--- src/rtl/arbiter.sv ---
// ---------------------------------------------------------------------------
// arbiter
//   Two-requester, non-preemptive arbiter for a shared resource. A grant is
//   held for as long as its owner keeps requesting. When both masters request
//   while the resource is free, the 2-bit priorities decide. A priority tie
//   goes to whichever master did not win the previous grant.
//
// Ports
//   clk  in   system clock, rising-edge active
//   rst  in   synchronous active-high reset
//   ra   in   request from master A (level, held while ownership is wanted)
//   rb   in   request from master B
//   PA   in   [1:0] priority of A, unsigned, larger wins
//   PB   in   [1:0] priority of B, unsigned, larger wins
//   ga   out  grant to A, registered
//   gb   out  grant to B, registered
// ---------------------------------------------------------------------------
module arbiter (
  input  logic       clk,
  input  logic       rst,
  input  logic       ra,
  input  logic       rb,
  input  logic [1:0] PA,
  input  logic [1:0] PB,
  output logic       ga,
  output logic       gb
);

  typedef enum logic [1:0] {
    WAIT_REQ = 2'b00,
    GRANT_A  = 2'b01,
    GRANT_B  = 2'b10
  } state_t;

  state_t r_state;
  logic   r_last_b;  // 1 when the most recent grant went to B
  logic   r_ga;
  logic   r_gb;

  // Contest resolution when both request while the resource is free:
  // strict priority first, then alternate against the last winner.
  function automatic logic pick_a(input logic [1:0] pa,
                                  input logic [1:0] pb,
                                  input logic       last_b);
    logic win_a;
    if (pa > pb) begin
      win_a = 1'b1;
    end else if (pb > pa) begin
      win_a = 1'b0;
    end else begin
      win_a = last_b;
    end
    return win_a;
  endfunction

  logic w_pick_a;
  assign w_pick_a = pick_a(PA, PB, r_last_b);

  assign ga = r_ga;
  assign gb = r_gb;

  // State machine: next state, Moore grant registers and last-winner flag.
  // Grants are registered alongside the state so they never follow inputs
  // combinationally; they are only ever set in mutually exclusive branches.
  always_ff @(posedge clk) begin
    if (rst) begin
      r_state  <= WAIT_REQ;
      r_ga     <= 1'b0;
      r_gb     <= 1'b0;
      r_last_b <= 1'b1;  // A wins the first tie after reset
    end else begin
      case (r_state)
        WAIT_REQ: begin
          if ((ra && !rb) || (ra && rb && w_pick_a)) begin
            r_state  <= GRANT_A;
            r_ga     <= 1'b1;
            r_gb     <= 1'b0;
            r_last_b <= 1'b0;
          end else if (rb) begin
            r_state  <= GRANT_B;
            r_ga     <= 1'b0;
            r_gb     <= 1'b1;
            r_last_b <= 1'b1;
          end else begin
            r_state  <= WAIT_REQ;
            r_ga     <= 1'b0;
            r_gb     <= 1'b0;
            r_last_b <= r_last_b;
          end
        end
        GRANT_A: begin
          if (ra) begin
            r_state  <= GRANT_A;
            r_ga     <= 1'b1;
            r_gb     <= 1'b0;
            r_last_b <= r_last_b;
          end else if (rb) begin
            // Direct handoff, no idle cycle in between
            r_state  <= GRANT_B;
            r_ga     <= 1'b0;
            r_gb     <= 1'b1;
            r_last_b <= 1'b1;
          end else begin
            r_state  <= WAIT_REQ;
            r_ga     <= 1'b0;
            r_gb     <= 1'b0;
            r_last_b <= r_last_b;
          end
        end
        GRANT_B: begin
          if (rb) begin
            r_state  <= GRANT_B;
            r_ga     <= 1'b0;
            r_gb     <= 1'b1;
            r_last_b <= r_last_b;
          end else if (ra) begin
            r_state  <= GRANT_A;
            r_ga     <= 1'b1;
            r_gb     <= 1'b0;
            r_last_b <= 1'b0;
          end else begin
            r_state  <= WAIT_REQ;
            r_ga     <= 1'b0;
            r_gb     <= 1'b0;
            r_last_b <= r_last_b;
          end
        end
        default: begin
          // Unreachable encoding: recover to the free state with no grant
          r_state  <= WAIT_REQ;
          r_ga     <= 1'b0;
          r_gb     <= 1'b0;
          r_last_b <= r_last_b;
        end
      endcase
    end
  end

endmodule

--- config.mk ---
export PLATFORM = sky130hd
export DESIGN_NAME = arbiter
export DESIGN_NICKNAME = d
export VERILOG_FILES = /design/src/rtl/arbiter.sv
export SDC_FILE = /design/constraint.sdc
export NUM_CORES = 1
export LEC_CHECK = 0
export ABC_CLOCK_PERIOD_IN_PS = 1390
export BUFFER_PORTS_ARGS = -buffer_cell sky130_fd_sc_hd__clkbuf_2
export CORE_AREA = 2 2 39 41
export DETAILED_ROUTE_END_ITERATION = 10
export DIE_AREA = 0 0 41 43
export PLACE_DENSITY_LB_ADDON = 0.25
export SYNTH_ARGS = -nofsm -noshare
export SYNTH_HDL_FRONTEND = slang
export SYNTH_SLANG_ARGS = --single-unit
--- constraint.sdc ---
create_clock -name clk -period 1.39 [get_ports clk]
set_input_delay 0.278 -clock clk [delete_from_list [all_inputs] [get_ports clk]]
set_output_delay 0.278 -clock clk [all_outputs]
set_load 0.02 [all_outputs]
==> metrics.cfg <==
[route]
drt_iter0_markers = 1
drc = 0
wirelength_um = 710
vias = 310
ant_nets = 0
viasPerCell = 4.56
first_pass_iters = 2
wl_per_cell_um = 10.4

[critical_path]
required_ns = 1.51
slowest_delay_ns = 0.38
rr_endpoint = r_state[0]
startpoint_type = register
timing.rr.start = r_state[0]
crit_path_cell_trace = inv_1, ha_2, nor2b_1, o211a_1, a41o_1
slowest_stage = dfxtp_2
crit_type = reg2reg
crit_fanout = 7
worst_setup_path_end_kind = register
timing.critical_path.buf_inv = 1
rr_worst_depth = 5
worstPathArrival_ns = 1.45
r2r_slack_ns = 0.06
critPathTopFamily = compound AO/OA/AOI/OAI gates

[yosys]
synth_cells = 33
synth_warnings = 0
synth_top_area_share_pct = 29.2
synthDistinctLibCells = 18
yosysTopAreaCell = ha_1
ys_top_cells_by_area = ha_1, dfxtp_1, inv_1
syn-num-nets = 48
ys_seq_area_share_pct = 20.0
ys_ff_latch = 3
syn_area_um2 = 300
synth.avg_cell_area_um2 = 9.10

[placement]
hpwl_um = 581
gp_congestion = 0.695
port_buffers = 9
dp_cells = 64

[layout]
antenna_cells = 0
fillers = 155
syn_to_final_growth_pct = 54.6
multi_input_area_um2 = 243
seqCellArea_um2 = 62.6
layout.nets = 68
mostFrequentLayoutCells = clkbuf_2, buf_4, inv_1, ha_1, clkbuf_4
layout-drive-gt1-share_pct = 51.9
layout_commonest_cell = clkbuf_2
fin_cells = 68

[grt]
overflow = 0
grt_pass1_vias = 309
grt_max_degree = 8
grt_pass1_wl_um = 1220
antenna_found_initial = 0
groute.usage.overall_pct = 10.7

[timing]
rsz0062_at_grt = no
finalSetupViolCount = 0
clock_skew_ns = 0.0103
period_share_pct = 95.8
drv_slew = 0
fmax_ghz = 0.751
max_slew_margin_pct = 78.6
hold_viol = 0
worstMarginPinSlew_ns = 0.320
fin_crit_ns = 1.33

[clock_network]
insertion_delay_ns = 0.24
cts_sinks = 3
cts_made_buffers = 3
clkTransAtPathRegs_ns = 0.05
postCtsSetupBuffers = 0
cts_max_level = 1
clock_path_buffers = 2
cts_root_buf = clkbuf_4
cts_tree = built
hold_buffers = 0

[die]
initial_core_util_pct = 21.7
dieArea_um2 = 1760
row_count = 14
ioPinCount = 10
chipHeight_um = 43
die_w_um = 41
core-area_um2 = 1380

[worst_hold_path]
hold_class = in2reg
min_from = ra
whs_endpoint = r_state[1]
whs_path_depth = 2

[power_and_ir_drop]
p_per_area_nw_per_um2 = 917
total_power_mw = 0.425
leakagePower_nw = 0.236
peakVddDrop_mv = 0.508

[run]
max-cap-violations = 0

[run_status]
status = complete, no violations

power breakdown:
group	switching, mW	total, mW	internal [mW]
clock network	0.0551	0.163	0.108
registers	0.0153	0.116	0.101
logic	0.0692	0.146	0.0765
layout make-up:
type	instances	share of cell area, %
clock buffer	4	5.66
inverter	6	4.85
multi-input combinational	24	52.3
sequential	3	13.5
tap	16	4.31
timing repair buffer	15	19.4
layer usage:
| layer | wire (um) | global-route usage (%) |
|---|---|---|
| met1 | 312 | 12.8 |
| met2 | 342 | 15.0 |
| met3 | 56 | 8.38 |
| met4 | 0 | 2.00 |
| met5 | 0 | 0 |
cell families after synthesis:
family | after synthesis | share of synthesized area (%)
simple gates | 7 | 14.6
compound gates | 10 | 28.7
flops | 3 | 20.0
buf+inv | 6 | 7.50
fa+ha+maj | 7 | 29.2
per-stage QoR:
step                util (%)  setup TNS, ns  instance area, um2  hold slack, ns  worst slack, ns
global placement        29.8       -0.00974                 413           0.599         -0.00974
global route            33.5              0                 464           0.352          0.00146
CTS                     31.9              0                 442           0.323          0.00504
finish                  33.5              0                 464           0.335           0.0579
floorplan                  -        -0.0795                 303           0.380          -0.0795
detailed placement      29.8        -0.0166                 413           0.587          -0.0166
state kept, by name, indices dropped and copies added (netlist names):
signal    cells
r_last_b      1
r_state       2
timing repair:
item | in CTS | in global routing
resized for setup | 1 | 6
hold endpoints to repair | 0 | 0
gates cloned | 0 | 0
pin swaps | 0 | 1
setup endpoints to repair | 1 | 3
Yosys cell counts:
library cell,number
ha_1,7
inv_1,6
dfxtp_1,3
a211oi_1,2
nor2b_1,2
a211oi_2,1
a21oi_1,1
a221oi_1,1
a311oi_1,1
a41o_1,1
nand2b_1,1
nand3_1,1
nor2_1,1
nor3_1,1
o211a_1,1
o211ai_1,1
o311ai_0,1
or3_4,1
worst max path at each step:
stage,from,end,slack (ns),cells past startpoint
after CTS,r_state[1],r_last_b,0.005,5
after global routing,r_state[0],r_state[0],0.001,5
after floorplan,r_state[1],r_last_b,-0.08,5
after detailed placement,r_state[1],r_last_b,-0.02,5
after global placement,PA[1],r_state[1],-0.01,6
final,r_state[0],r_state[0],0.06,5
worst reg2reg max path: stages (launching register included):
cell and delay (ns):
dfxtp_2 0.38, inv_1 0.07, ha_2 0.23, nor2b_1 0.14, o211a_1 0.20, a41o_1 0.20
Note: power is estimated with default switching activity, not from simulation.
